[src/rtl/vtg_pkg.sv]
// Default 640x480@60 timing constants and the helper that turns the four
// per-axis timing values into a line or frame total.
package vtg_pkg;

   localparam int VTG_H_VISIBLE     = 640;
   localparam int VTG_H_FRONT_PORCH = 16;
   localparam int VTG_H_SYNC_PULSE  = 96;
   localparam int VTG_H_BACK_PORCH  = 48;

   localparam int VTG_V_VISIBLE     = 480;
   localparam int VTG_V_FRONT_PORCH = 10;
   localparam int VTG_V_SYNC_PULSE  = 2;
   localparam int VTG_V_BACK_PORCH  = 33;

   localparam int VTG_CNT_W         = 11;
   localparam int VTG_FRAME_CNT_W   = 16;

   function automatic int axis_total(input int visible, input int front_porch,
                                     input int sync_pulse, input int back_porch);
      return visible + front_porch + sync_pulse + back_porch;
   endfunction

   localparam int VTG_H_TOTAL = axis_total(VTG_H_VISIBLE, VTG_H_FRONT_PORCH,
                                           VTG_H_SYNC_PULSE, VTG_H_BACK_PORCH);
   localparam int VTG_V_TOTAL = axis_total(VTG_V_VISIBLE, VTG_V_FRONT_PORCH,
                                           VTG_V_SYNC_PULSE, VTG_V_BACK_PORCH);

endpackage

[src/rtl/timing_axis_counter.sv]
// One axis (horizontal or vertical) of the video timing: a wrapping position
// counter whose blank/sync outputs are registered from the next count value.
module timing_axis_counter
   import vtg_pkg::*;
#(
   parameter int VISIBLE     = VTG_H_VISIBLE,
   parameter int FRONT_PORCH = VTG_H_FRONT_PORCH,
   parameter int SYNC_PULSE  = VTG_H_SYNC_PULSE,
   parameter int BACK_PORCH  = VTG_H_BACK_PORCH,
   parameter bit SYNC_POL    = 1'b0,
   parameter int CNT_W       = VTG_CNT_W
) (
   input  logic             clk,
   input  logic             reset_n,
   input  logic             advance,
   input  logic             load_last,
   output logic [CNT_W-1:0] count,
   output logic             blank,
   output logic             sync,
   output logic             wrap,
   output logic             visible_next
);

   localparam int TOTAL = axis_total(VISIBLE, FRONT_PORCH, SYNC_PULSE, BACK_PORCH);

   // One extra bit so a region end equal to 2^CNT_W does not alias to zero.
   localparam logic [CNT_W:0] LAST       = (CNT_W+1)'(TOTAL - 1);
   localparam logic [CNT_W:0] VIS_END    = (CNT_W+1)'(VISIBLE);
   localparam logic [CNT_W:0] SYNC_BEGIN = (CNT_W+1)'(VISIBLE + FRONT_PORCH);
   localparam logic [CNT_W:0] SYNC_END   = (CNT_W+1)'(VISIBLE + FRONT_PORCH + SYNC_PULSE);
   localparam logic [CNT_W:0] ONE        = (CNT_W+1)'(1);

   if (CNT_W < 1 || CNT_W > 30 || VISIBLE < 1 || SYNC_PULSE < 1 ||
       FRONT_PORCH < 0 || BACK_PORCH < 0 || TOTAL > (1 << CNT_W)) begin : g_illegal_cfg
      $error("timing_axis_counter: illegal timing configuration");
   end

   logic [CNT_W:0] count_next;
   logic           sync_next;

   assign wrap = ({1'b0, count} == LAST);

   always_comb begin
      count_next = {1'b0, count};
      if (load_last) begin
         count_next = LAST;
      end else if (advance) begin
         count_next = wrap ? '0 : ({1'b0, count} + ONE);
      end
      visible_next = (count_next < VIS_END);
      sync_next    = (count_next >= SYNC_BEGIN) && (count_next < SYNC_END);
   end

   always_ff @(posedge clk or negedge reset_n) begin
      if (!reset_n) begin
         count <= LAST[CNT_W-1:0];
         blank <= 1'b1;
         sync  <= ~SYNC_POL;
      end else if (advance || load_last) begin
         count <= count_next[CNT_W-1:0];
         blank <= ~visible_next;
         sync  <= sync_next ? SYNC_POL : ~SYNC_POL;
      end
   end

endmodule

[src/rtl/video_timing_gen.sv]
// Video timing generator: horizontal/vertical counters with registered sync,
// blank, de and start pulses. Define VTG_FRAME_CNT_EN to enable frame_count.
module video_timing_gen
   import vtg_pkg::*;
#(
   parameter int H_VISIBLE     = VTG_H_VISIBLE,
   parameter int H_FRONT_PORCH = VTG_H_FRONT_PORCH,
   parameter int H_SYNC_PULSE  = VTG_H_SYNC_PULSE,
   parameter int H_BACK_PORCH  = VTG_H_BACK_PORCH,
   parameter int V_VISIBLE     = VTG_V_VISIBLE,
   parameter int V_FRONT_PORCH = VTG_V_FRONT_PORCH,
   parameter int V_SYNC_PULSE  = VTG_V_SYNC_PULSE,
   parameter int V_BACK_PORCH  = VTG_V_BACK_PORCH,
   parameter int HSYNC_POL     = 0,
   parameter int VSYNC_POL     = 0,
   parameter int CNT_W         = VTG_CNT_W,
   parameter int FRAME_CNT_W   = VTG_FRAME_CNT_W
) (
   input  logic                   clk,
   input  logic                   reset_n,
   input  logic                   ce,
   output logic                   hsync,
   output logic                   vsync,
   output logic                   hblank,
   output logic                   vblank,
   output logic                   de,
   output logic [CNT_W-1:0]       h_count,
   output logic [CNT_W-1:0]       v_count,
   output logic                   line_start,
   output logic                   frame_start,
   output logic [FRAME_CNT_W-1:0] frame_count
);

   logic h_wrap;
   logic v_wrap;
   logic h_visible_next;
   logic v_visible_next;
   logic v_advance;

   assign v_advance = ce && h_wrap;

   timing_axis_counter #(
      .VISIBLE     (H_VISIBLE),
      .FRONT_PORCH (H_FRONT_PORCH),
      .SYNC_PULSE  (H_SYNC_PULSE),
      .BACK_PORCH  (H_BACK_PORCH),
      .SYNC_POL    (HSYNC_POL != 0),
      .CNT_W       (CNT_W)
   ) u_h_axis (
      .clk          (clk),
      .reset_n      (reset_n),
      .advance      (ce),
      .load_last    (1'b0),
      .count        (h_count),
      .blank        (hblank),
      .sync         (hsync),
      .wrap         (h_wrap),
      .visible_next (h_visible_next)
   );

   timing_axis_counter #(
      .VISIBLE     (V_VISIBLE),
      .FRONT_PORCH (V_FRONT_PORCH),
      .SYNC_PULSE  (V_SYNC_PULSE),
      .BACK_PORCH  (V_BACK_PORCH),
      .SYNC_POL    (VSYNC_POL != 0),
      .CNT_W       (CNT_W)
   ) u_v_axis (
      .clk          (clk),
      .reset_n      (reset_n),
      .advance      (v_advance),
      .load_last    (1'b0),
      .count        (v_count),
      .blank        (vblank),
      .sync         (vsync),
      .wrap         (v_wrap),
      .visible_next (v_visible_next)
   );

   // Start pulses mark the cycle right after a counter wrap and clear on any idle clock.
   always_ff @(posedge clk or negedge reset_n) begin
      if (!reset_n) begin
         de          <= 1'b0;
         line_start  <= 1'b0;
         frame_start <= 1'b0;
      end else begin
         line_start  <= v_advance;
         frame_start <= v_advance && v_wrap;
         if (ce) begin
            de <= h_visible_next && v_visible_next;
         end
      end
   end

`ifdef VTG_FRAME_CNT_EN
   logic [FRAME_CNT_W-1:0] frame_cnt_q;

   always_ff @(posedge clk or negedge reset_n) begin
      if (!reset_n) begin
         frame_cnt_q <= '0;
      end else if (v_advance && v_wrap) begin
         frame_cnt_q <= frame_cnt_q + FRAME_CNT_W'(1);
      end
   end

   assign frame_count = frame_cnt_q;
`else
   assign frame_count = '0;
`endif

endmodule

[config.mk]
export PLATFORM = sky130hd
export DESIGN_NAME = video_timing_gen
export DESIGN_NICKNAME = d
export VERILOG_FILES = /design/src/rtl/vtg_pkg.sv /design/src/rtl/timing_axis_counter.sv /design/src/rtl/video_timing_gen.sv
export SDC_FILE = /design/constraint.sdc
export NUM_CORES = 1
export LEC_CHECK = 0
export ABC_AREA = 1
export BUFFER_PORTS_ARGS = -buffer_cell sky130_fd_sc_hd__buf_2
export CAP_MARGIN = 25
export CORE_MARGIN = 2
export CORE_UTILIZATION = 35
export CTS_CLUSTER_DIAMETER = 200
export DETAILED_ROUTE_END_ITERATION = 12
export GPL_TIMING_DRIVEN = 1
export PLACE_DENSITY_LB_ADDON = 0.25
export SETUP_SLACK_MARGIN = 0.1
export SLEW_MARGIN = 10
export SYNTH_ARGS = -nofsm -noshare
export SYNTH_HDL_FRONTEND = slang
export SYNTH_HIERARCHICAL = 1
export SYNTH_SLANG_ARGS = --single-unit
[constraint.sdc]
create_clock -name clk -period 3.4 [get_ports clk]
set_input_delay 0.34 -clock clk [delete_from_list [all_inputs] [get_ports clk]]
set_output_delay 0.34 -clock clk [all_outputs]
set_load 0.02 [all_outputs]
# ---- Yosys cells after proc, flatten, opt, wreduce, memory -nomap -nowiden
# Cells that the tools add are included.
dict set report totals {
  out_inout_bits 45
  inputBits 3
  reg_bits 29
  elab_cells 32
}
dict set report op_classes {
  addsub 2
  reduce_logical 5
  magnitude_cmp 6
  n_bitwise 2
  muxes 6
  n_eq_ne 2
}
# operator n
set ops {}
lappend ops {{$mux W12} 4}
lappend ops {{$add A11 B1 Y12 const B} 2}
lappend ops {{$lt A12 B10 Y1 const B} 2}
lappend ops {{$lt A12 B9 Y1 const B} 2}
lappend ops {{$eq A11 B10 Y1 const B} 2}
lappend ops {{$ge A12 B10 Y1 const B} 1}
lappend ops {{$ge A12 B9 Y1 const B} 1}
lappend ops {{$logic_and A1 B1 Y1} 5}
lappend ops {{$mux W1} 2}
lappend ops {{$not A1 Y1} 2}

# ---- Longest topological paths before layout
dict set report depth {
  ltp_word 6
  depth_mapped 19
  mapped_depth_nobuf 19
}

# ---- Cells and area by module
# The synthesis kept the hierarchy.
# mod cells_per_inst area_each_um2 instances seq_area_each_um2
set modules_own_cells {}
lappend modules_own_cells {{timing_axis_counter (u_v_axis)} 140 935.9 1 331.6}
lappend modules_own_cells {{timing_axis_counter (u_h_axis)} 130 899.6 1 336.6}
lappend modules_own_cells {video_timing_gen 28 232.7 1 75.1}

# ---- Least setup slack after synthesis
# OpenSTA, ideal clock, no wires.
dict set report synth_path {
  path_kind {reg-to-reg}
  startpoint {register u_h_axis.count[0]}
  endpoint {register de}
  path_stages_with_launch 17
  path_slack_ns 0.948
  arrival_time_ns 2.335
  required_time_ns 3.283
  synth_period_minus_slack_ns 2.452
  path_buffers 0
  setup_ns 0.117
  path_cell_list {dfstp_2 ha_1 nand2_1 nor4_1 nand2_1 inv_1 nand2_1 nor2_8 nand2_2 o21bai_1 nand3_2 nor2_1 nand2_1 nand3_1 inv_1 nand3_1 nand2_1}
}
dict set report synth_via {
  elab_chain_len 5
  elab_cells_between_ends 9
  cone_classes {1 x add/sub; 2 x order compare; 1 x eq/ne; 3 x mux; 2 x reduce/logical}
}
# element line
set synth_rtl {}
lappend synth_rtl {{start, declared} timing_axis_counter.sv:17} ;# output logic [CNT_W-1:0] count,
lappend synth_rtl {{start signal, assigned} timing_axis_counter.sv:56} ;# count <= LAST[CNT_W-1:0];
lappend synth_rtl {{start signal, assigned} timing_axis_counter.sv:60} ;# count <= count_next[CNT_W-1:0];
lappend synth_rtl {{$eq A11 B10 Y1} timing_axis_counter.sv:41} ;# assign wrap = ({1'b0, count} == LAST);
lappend synth_rtl {{net h_wrap} video_timing_gen.sv:34} ;# logic h_wrap;
lappend synth_rtl {{$logic_and A1 B1 Y1} video_timing_gen.sv:40} ;# assign v_advance = ce && h_wrap;
lappend synth_rtl {{net v_advance} video_timing_gen.sv:38} ;# logic v_advance;
lappend synth_rtl {{$mux W12} timing_axis_counter.sv:47} ;# end else if (advance) begin
lappend synth_rtl {{$lt A12 B9 Y1} timing_axis_counter.sv:50} ;# visible_next = (count_next < VIS_END);
lappend synth_rtl {{net v_visible_next} video_timing_gen.sv:37} ;# logic v_visible_next;
lappend synth_rtl {{$logic_and A1 B1 Y1} video_timing_gen.sv:90} ;# de <= h_visible_next && v_visible_next;
lappend synth_rtl {{end signal, assigned} video_timing_gen.sv:90}
lappend synth_rtl {{end, declared} video_timing_gen.sv:26} ;# output logic de,
# The timed path passes the listed nets, and every way through them passes these cells.
# A chain may end at the register's enable or synchronous reset.

# ---- Worst setup path after layout
# Ends and elaborated chain as after synthesis.

==> flow_summary.yaml <==
critical_path:
  cp_top_family: "simple AND/OR/NAND/NOR gates"
  endpoint_kind: "flip-flop"
  start_kind: "flip-flop"
  path_cells: "ha_1, nand2_1, nor4_1, nand2_1, inv_1, nand2_1, nor2_8, nand2_2, nand2_1, nand2_1, nor2_2, nand2_1, nor2_1, nand2_1, nand3_1, inv_1, nand3_1, nand2_1"
  critical_path_class: "reg -> reg"
  cpPeakStageDelay_ps: 580
  worstPathArrival_ps: 2810
  crit_top_cell: "nand2_1"
  cp_slowest_cell: "dfstp_2"
  crit_buf_inv: 2
  required_ps: 3570
  cp_max_fo: 6
routing:
  drcViolationCount: 0
  routedWlPerCell_um: 11.38
  postRouteAntennaNets: 0
  viasPerCell: 4.517
  vias: 1888
  drt_iter0_drc: 68
  drt_wl_total_um: 4757
  drt_first_pass_iters: 4
logic_synthesis:
  synth_area_per_cell_um2: 6.940
  synth.mux.area_fraction: 0
  synth_cell_type_count: 31
  synth_area_mm2: 0.002068
  ys.flop_type: "dfrtp_1"
  async_reset_ff_frac: 1.000
  synth-compound-area-share: 0.03872
  ys_seq_area_frac: 0.3593
  yosysWarnings: 6
  synth_edf_count: 0
  synth_top_family_by_area: "simple AND/OR/NAND/NOR gates"
  synthXorXnorAreaFrac: 0.01270
  synthCells: 298
  synthAdderAreaFrac: 0.01815
  ys_seq_elements: 29
  synth-simple-area-share: 0.4053
place:
  dp.cells: 410
  port_buffers: 31
  gp_congestion: 0.8693
  place_hpwl_um: 3534
clocking:
  cts_resized: 0
  cts.htree.levels: 2
  clock_latency_ps: 280
  clock_tree.root_cell: "clkbuf_8"
  cts.sinks: 29
  cts_setup_buffers: 0
  clk_path_buf_depth: 2
  cts_tree: "built"
  cts_hold_buf: 0
  clk_pin_slew_ps: 70
  numCtsBuffers: 5
global_routing:
  grt_pass1_vias: 1727
  grt_max_degree: 30
  grt_usage: 0.1627
  grt_pass1_wl_um: 8183
  grt-ovfl-total: 0
  antenna_found_initial: 0
layout:
  fill_cells: 614
  area_growth_pct: 14.52
  antenna_cells: 0
  final_common_cell: "nand2_1"
  regArea_um2: 743.2
  drive_above_1_share: 0.2312
  final_cell_mix: "nand2_1, inv_1, buf_2"
  final_nets: 351
  multiInputGateArea_mm2: 0.001084
  stdcell_count: 418
timing:
  hold_viol_final: 0
  fin_crit_sh: 0.7769
  maxSlewHeadroom: 0.5533
  post-route-min-period_ps: 2642
  worst_clock_skew_ps: 5.077
  fin_setup_tns_ps: 0
  setup_viol: 0
  timing.fmax_mhz: 378.6
  rsz0062_at_grt: "no"
  tightest_slew_ps: 670.0
  slew_violations: 0
floorplan:
  fp-row-count: 27
  start_util: 0.3688
  num_io_pins: 48
  coreArea_mm2: 0.005608
  die-area_mm2: 0.006540
  die_x_um: 80.87
  die_y_um: 80.87
run:
  cap_violations: 0
outcome:
  outcome: "completed"
power_and_ir_drop:
  vdd_drop_max_mv: 0.2203
  p_leak_nw: 1.360
  powerDensity_mw_per_mm2: 424.0
worst_hold_path:
  hold_class: "in -> async"
-- worst register-to-register path: cells and delay by family, from the launching register on --
kind,cells,cell delay [ps]
DFF,1,580
buffers and inverters,2,140
and+or+nand+nor,15,1620
adders and majority gates,1,210
-- cells in the mapped netlist, types with 3 or more instances --
master / n / share of area
dfstp_2: 14 / 0.18
o21ai_0: 4 / 0.0097
inv_1: 54 / 0.098
buf_4: 17 / 0.062
nor2_2: 8 / 0.024
nand3_2: 3 / 0.015
nor3_1: 4 / 0.0097
a21oi_1: 4 / 0.0097
ha_1: 3 / 0.018
nor2_1: 27 / 0.049
nand4_1: 6 / 0.018
or2_2: 3 / 0.0091
nand2_1: 82 / 0.15
dfrtp_1: 15 / 0.18
nand2_2: 5 / 0.015
nand3_1: 30 / 0.073
-- registers in the layout, summed over array words and instances, names as in the netlist --
register	flops
de	1
frame_start	1
line_start	1
u_h_axis/blank	1
u_h_axis/count	11
u_h_axis/sync	1
u_v_axis/blank	1
u_v_axis/count	11
u_v_axis/sync	1
-- cells by family (layout without fill, tap and decap cells) --
family                   Yosys count  in the layout
AND/OR/NAND/NOR                  176            176
AO/OA/AOI/OAI                     13             13
buffers and inverters             73             95
flip-flops                        29             29
XOR/XNOR                           3              3
adder cells (fa/ha/maj)            3              3
other                              1             27
-- per-layer routing --
metal / vias up / track usage / wire (um)
li1: 974 / - / -
met1: 840 / 0.2241 / 2284
met2: 68 / 0.2504 / 2115
met3: 6 / 0.03556 / 303
met4: 0 / 0.05932 / 54
met5: - / 0 / 0
-- layout make-up --
| class | instances | share of cell area |
|---|---|---|
| multi-input cells | 222 | 0.4575 |
| flip-flops and latches | 29 | 0.3138 |
| inverters | 55 | 0.08716 |
| repair buffers | 32 | 0.06867 |
| well taps | 72 | 0.03803 |
| clock buffers | 6 | 0.03064 |
| clock inverters | 2 | 0.004226 |
-- report_power, final --
group | total, mW | internal [mW] | switching (mW) | leakage, nW
clock | 0.285 | 0.142 | 0.143 | 0.0450
combinational | 0.294 | 0.0893 | 0.205 | 0.960
sequential | 0.425 | 0.390 | 0.0356 | 0.356
-- path summary, 6_finish.rpt --
path	slack, ps	from	cells past startpoint	endpoint
setup / recovery	760	u_h_axis/count[0]	18	de
hold / removal	90	reset_n	1	u_h_axis/count[10]
setup reg to reg	760	u_h_axis/count[0]	18	de
hold reg to reg	480	u_h_axis/blank	2	u_h_axis/blank
max in group asynchronous	2870	reset_n	1	de
min in group clk	410	ce	3	u_h_axis/count[1]
-- through the flow --
stage | utilization | hold slack, ps | setup slack, ps | instance area (um^2) | power, mW
2_1_floorplan | - | 44.41 | 948.0 | 2166 | 0.6622
5_1_grt | 0.4224 | 138.6 | 388.2 | 2369 | 1.084
4_1_cts | 0.4224 | 117.1 | 766.2 | 2369 | 1.018
3_5_place_dp | 0.4076 | 424.0 | 781.3 | 2286 | 0.7253
3_3_place_gp | 0.4076 | 424.9 | 878.2 | 2286 | 0.7232
6_report | 0.4224 | 90.29 | 758.4 | 2369 | 1.004
Note: power is estimated with default switching activity, not from simulation.
